==> src/rtl/reg_write_arbiter_if.sv <==
// Bundle between reg_write_arbiter, its four clients and the shared register.
// The slave side is the arbiter; the master side is the clients plus the register.
interface reg_write_arbiter_if #(
  parameter int WIDTH = 16,
  parameter int CNT_W = 8
);
  logic [3:0]         req;
  logic [4*WIDTH-1:0] wdata;
  logic [WIDTH-1:0]   read_port_1;
  logic [WIDTH-1:0]   write_port_1;
  logic               choice;
  logic [3:0]         ack;
  logic [1:0]         grant_id;
  logic               busy;
  logic               err;
  logic [CNT_W-1:0]   write_count;

  modport master (
    output req, wdata, read_port_1,
    input  write_port_1, choice, ack,
    input  grant_id, busy, err, write_count
  );

  modport slave (
    input  req, wdata, read_port_1,
    output write_port_1, choice, ack,
    output grant_id, busy, err, write_count
  );
endinterface

==> src/rtl/reg_write_arbiter.sv <==
// Round-robin arbiter for the write port of a shared register,
// with one-cycle readback verify, completion ack and write counter.
module reg_write_arbiter #(
  parameter int WIDTH = 16,
  parameter int CNT_W = 8
) (
  input  logic               clk,
  input  logic               reset,
  reg_write_arbiter_if.slave bus
);

  typedef enum logic [1:0] {
    IDLE,
    WRITE,
    VERIFY
  } state_t;

  state_t           state;
  logic [1:0]       last_grant;
  logic [1:0]       gid_q;
  logic [WIDTH-1:0] data_q;
  logic             choice_q;
  logic [3:0]       ack_q;
  logic             busy_q;
  logic             err_q;
  logic [CNT_W-1:0] cnt_q;

  logic [1:0]       pick;
  logic [1:0]       cand;
  logic             hit;
  logic [WIDTH-1:0] sel;

  // search starts just after the previous winner
  always_comb begin
    pick = last_grant;
    cand = last_grant;
    hit  = 1'b0;
    for (int i = 1; i <= 4; i++) begin
      cand = last_grant + 2'(i);
      if (!hit && bus.req[cand]) begin
        hit  = 1'b1;
        pick = cand;
      end
    end
  end

  always_comb begin
    sel = '0;
    for (int j = 0; j < 4; j++) begin
      if (pick == 2'(j))
        sel = bus.wdata[j*WIDTH +: WIDTH];
    end
  end

  always_ff @(posedge clk) begin
    if (!reset) begin
      state      <= IDLE;
      last_grant <= 2'd3;
      gid_q      <= '0;
      data_q     <= '0;
      choice_q   <= 1'b0;
      ack_q      <= '0;
      busy_q     <= 1'b0;
      err_q      <= 1'b0;
      cnt_q      <= '0;
    end else begin
      unique case (state)
        IDLE: begin
          if (hit) begin
            gid_q    <= pick;
            data_q   <= sel;
            choice_q <= 1'b1;
            busy_q   <= 1'b1;
            state    <= WRITE;
          end
        end
        WRITE: begin
          choice_q <= 1'b0;
          ack_q    <= 4'b0001 << gid_q;
          state    <= VERIFY;
        end
        VERIFY: begin
          if (bus.read_port_1 != data_q)
            err_q <= 1'b1;
          cnt_q      <= cnt_q + CNT_W'(1);
          last_grant <= gid_q;
          ack_q      <= '0;
          busy_q     <= 1'b0;
          state      <= IDLE;
        end
        default: begin
          choice_q <= 1'b0;
          ack_q    <= '0;
          busy_q   <= 1'b0;
          state    <= IDLE;
        end
      endcase
    end
  end

  assign bus.write_port_1 = data_q;
  assign bus.choice       = choice_q;
  assign bus.ack          = ack_q;
  assign bus.grant_id     = gid_q;
  assign bus.busy         = busy_q;
  assign bus.err          = err_q;
  assign bus.write_count  = cnt_q;

endmodule

==> src/flat_wrapper.sv <==
// flat-port wrapper written by rule: the top's interface ports become plain ports
module reg_write_arbiter_flat 
#(
  parameter int WIDTH = 16,
  parameter int CNT_W = 8
)
  (clk, reset, bus_req, bus_wdata, bus_read_port_1, bus_write_port_1, bus_choice, bus_ack, bus_grant_id, bus_busy, bus_err, bus_write_count);
  reg_write_arbiter_if #(.WIDTH(WIDTH), .CNT_W(CNT_W)) bus_i ();
  input  logic clk;
  input  logic reset;
  input wire logic [$bits(bus_i.req)-1:0] bus_req;
  input wire logic [$bits(bus_i.wdata)-1:0] bus_wdata;
  input wire logic [$bits(bus_i.read_port_1)-1:0] bus_read_port_1;
  output wire logic [$bits(bus_i.write_port_1)-1:0] bus_write_port_1;
  output wire logic [$bits(bus_i.choice)-1:0] bus_choice;
  output wire logic [$bits(bus_i.ack)-1:0] bus_ack;
  output wire logic [$bits(bus_i.grant_id)-1:0] bus_grant_id;
  output wire logic [$bits(bus_i.busy)-1:0] bus_busy;
  output wire logic [$bits(bus_i.err)-1:0] bus_err;
  output wire logic [$bits(bus_i.write_count)-1:0] bus_write_count;
  assign bus_i.req = bus_req;
  assign bus_i.wdata = bus_wdata;
  assign bus_i.read_port_1 = bus_read_port_1;
  assign bus_write_port_1 = bus_i.write_port_1;
  assign bus_choice = bus_i.choice;
  assign bus_ack = bus_i.ack;
  assign bus_grant_id = bus_i.grant_id;
  assign bus_busy = bus_i.busy;
  assign bus_err = bus_i.err;
  assign bus_write_count = bus_i.write_count;
  reg_write_arbiter #(.WIDTH(WIDTH), .CNT_W(CNT_W)) u_core (.clk(clk), .reset(reset), .bus(bus_i));
endmodule
==> config.mk <==
export PLATFORM = sky130hd
export DESIGN_NAME = reg_write_arbiter_flat
export DESIGN_NICKNAME = d
export VERILOG_FILES = /design/src/rtl/reg_write_arbiter_if.sv /design/src/rtl/reg_write_arbiter.sv /design/src/flat_wrapper.sv
export SDC_FILE = /design/constraint.sdc
export NUM_CORES = 1
export LEC_CHECK = 0
export BUFFER_PORTS_ARGS = -buffer_cell sky130_fd_sc_hd__buf_4
export CORE_UTILIZATION = 25
export DETAILED_ROUTE_END_ITERATION = 7
export GPL_ROUTABILITY_DRIVEN = 0
export PLACE_DENSITY = 0.55
export SLEW_MARGIN = 5
export SYNTH_ARGS = -nofsm -noshare
export SYNTH_HDL_FRONTEND = slang
export SYNTH_SLANG_ARGS = --single-unit
==> constraint.sdc <==
create_clock -name clk -period 4.6 [get_ports clk]
set_input_delay 0 -clock clk [delete_from_list [all_inputs] [get_ports clk]]
set_output_delay 0 -clock clk [all_outputs]
set_load 0.01 [all_outputs]
==> summary.txt <==
Floorplanning
  • Die Span Y: 97.0 um
  • Num rows: 34
  • Initial Util: 0.259
  • I/O pins: 119
  • Core Region: 8720 um2
  • Die W: 97.0 um
  • Die area: 9410 um2

Finish
  • Share of layout cells above drive strength 1: 0.370
  • Area grow syn2layout: 53.5%
  • Commonest cells after routing, fill and taps aside: 118 x buf_4, 37 x dfxtp_1, 27 x nand2_1, 21 x mux2i_1, 21 x dlygate4sd3_1
  • Final layout net count: 467
  • Commonest non-fill, non-tap cell in the layout: buf_4
  • Fill count: 871
  • N_diodes: 0

Power
  • Pwr Density: 264 nW/um2
  • Maximum VDD drop: 95.2 uV
  • Lkg Pwr: 1.60 nW

Timing
  • Worst Skew: 0.0140 ns
  • # setup viols final: 0
  • Final Max Tran Viols: 0
  • Setup_tns: 0 ns
  • Actual transition at the worst max-transition pin: 1.12 ns
  • Slew Limit Headroom: 0.250
  • Post-layout min period: 2.78 ns
  • Hold Fails Final Rpt: 0
  • WHS: 0.00652 ns
  • RSZ-0062 raised after global routing: false
  • Fin crit share: 0.603
  • F_max: 360 MHz

Drt
  • Drt wl/cell: 15.5 um
  • Detailed-route via count: 2,320
  • DRC viols: 0
  • DRT iter0 DRCs: 65
  • Pre-Repair DR Iteration Count: 4
  • Antenna Nets Post-Route: 0
  • Vias per cell: 4.74
  • Final WL: 7.58 mm

Synth
  • Post-Syn Instances: 249
  • Area leader, netlist: dfxtp_1
  • Xor/xnor share of the synthesized area: 0.0815
  • Synthesis-stage register bit count: 37
  • Sequential fraction of the synthesis area: 0.328
  • Post-synthesis compound-gate area fraction: 0.229
  • Post-synthesis adder-cell area fraction: 0.00554
  • Net Count, Synth: 336
  • Post-Syn Area: 2260 um2
  • Combinational family with the most area after synthesis: compound AO/OA/AOI/OAI gates
  • Multiplexer share of the synthesized area: 0.0931
  • Synth async-reset ratio: 0
  • Avg Cell Area, Syn: 9.06 um2
  • Yosys cell types: 38
  • Top cell type's share of synthesized area: 0.328
  • Ys flop type: dfxtp_1
  • Simple-Gate Fraction of Synth Area: 0.212
  • Post-synth EDFFs: 0
  • Yosys Warn Count: 0
  • Cells taking the most area after synthesis: dfxtp_1 33%, mux2i_1 9.3%, xor2_1 6.6%

Setup path
  • Critical path class: reg -> reg
  • CP Max Fanout: 18
  • CP Data Required Time: 4.75 ns
  • Crit path launch type: flop
  • CP arrival: 2.93 ns
  • Crit path capture type: flop

Global routing
  • Antenna violations before repair: 0
  • Vias in the first global route: 2,287
  • Total gr overflow: 0
  • First-pass GRT wire length: 11.9 mm
  • Total track usage: 0.160
  • Pin count of the biggest net entering global routing: 19

Clock tree
  • Clk sinks: 37
  • Clock-pin slew on the worst setup and hold paths: 0.09 ns
  • Root Buffer: clkbuf_8
  • CTS Buf Count: 5
  • CTS max path bufs: 2
  • Worst-Skew Late Latency: 0.30 ns
  • Setup Fix Bufs, Post-CTS: 0
  • Htree depth: 2
  • CTS tree: done

Run status
  • Status: complete, no violations

Job
  • Max Cap Viol: 0

Placement
  • Post-DP HPWL: 5.79 mm
  • I/O Buffers: 118

Hold path
  • HP Class: in -> reg
final cells by class:
class	count	area [um2]	area share
Clock buffer	5	68.8	0.0199
Clock inverter	3	17.5	0.00505
Inverter	1	3.75	0.00108
Multi-Input combinational cell	196	1400	0.405
Sequential cell	37	741	0.214
Tap cell	108	135	0.0390
Timing Repair Buffer	139	1100	0.316
power by group:
| part | total, W | internal, W | switching [W] |
|---|---|---|---|
| logic | 0.000296 | 0.000164 | 0.000132 |
| registers | 0.000385 | 0.000351 | 0.0000349 |
| clock network | 0.000234 | 0.000105 | 0.000129 |
synthesized netlist by cell type (2+ instances only):
| library cell | instances |
|---|---|
| or3_1 | 3 |
| nor2_1 | 9 |
| nor4_1 | 4 |
| o211ai_2 | 10 |
| nand2_1 | 27 |
| nand2b_1 | 5 |
| nor2b_1 | 6 |
| and2_1 | 8 |
| o31ai_1 | 15 |
| buf_2 | 5 |
| a21o_1 | 16 |
| o21ai_1 | 3 |
| xnor2_1 | 4 |
| a21boi_0 | 2 |
| dfxtp_1 | 37 |
| o21ai_0 | 4 |
| nand4_1 | 19 |
| buf_4 | 2 |
| o211ai_1 | 6 |
| buf_6 | 3 |
| a21oi_1 | 5 |
| clkbuf_1 | 4 |
| xor2_1 | 17 |
| mux2i_1 | 21 |
metal layers:
| metal | global-route usage | part of all wire | vias to the layer above |
|---|---|---|---|
| met5 | 0 | 0 | - |
| met4 | 0.0551 | 0.018 | 0 |
| met3 | 0.0246 | 0.037 | 11 |
| met2 | 0.250 | 0.47 | 62 |
| met1 | 0.222 | 0.48 | 1071 |
| li1 | - | - | 1176 |
what timing repair did:
action | 4_1_cts | 5_1_grt
endpoints found under the hold margin | 14 | 0
hold buffers | 21 | 0
resized for setup | 0 | 0
through the flow:
step	cells	area, um2	util	power [W]	setup slack (ns)
final	489	3470	0.397	0.000915	1.82
after global routing	489	3470	0.397	0.000961	1.63
after CTS	489	3470	0.397	0.000921	1.83
after detailed placement	460	3170	0.363	0.000668	2.33
after global placement	460	3170	0.363	0.000665	2.39
after floorplan	249	2260	-	0.000541	3.07
final timing paths:
kind                            slack (ns)  cells past startpoint                          end            startpoint
worst max-delay path                  1.82                      6  u_core.bus.write_port_1[10]  u_core.last_grant[0]
worst min-delay path                 0.007                      3   u_core.bus.write_port_1[7]         bus_wdata[39]
worst max register to register        1.82                      6  u_core.bus.write_port_1[10]  u_core.last_grant[0]
worst min register to register        0.46                      2            u_core.bus.ack[1]     u_core.bus.ack[1]
registers in the layout, summed over array words and instances, names as in the netlist:
signal and flops:
u_core.bus.write_port_1 16, u_core.bus.write_count 8, u_core.bus.ack 4, u_core.bus.grant_id 2, u_core.last_grant 2, u_core.state 2
u_core.bus.busy 1, u_core.bus.choice 1, u_core.bus.err 1
critical path: stages, from the launching register on:
cell	delay, ns
dfxtp_1	0.40
nor2b_1	0.10
o21a_4	0.29
nor3_4	0.90
mux2i_1	0.27
dlygate4sd3_1	0.57
o221ai_1	0.09
cell families after synthesis:
kind of cell | Yosys count
XOR/XNOR | 21
AO/OA/AOI/OAI | 65
adder cells (fa/ha/maj) | 1
multiplexers | 21
AND/OR/NAND/NOR | 88
flip-flops | 37
buffers and inverters | 16
Note: power is estimated with default switching activity, not from simulation.
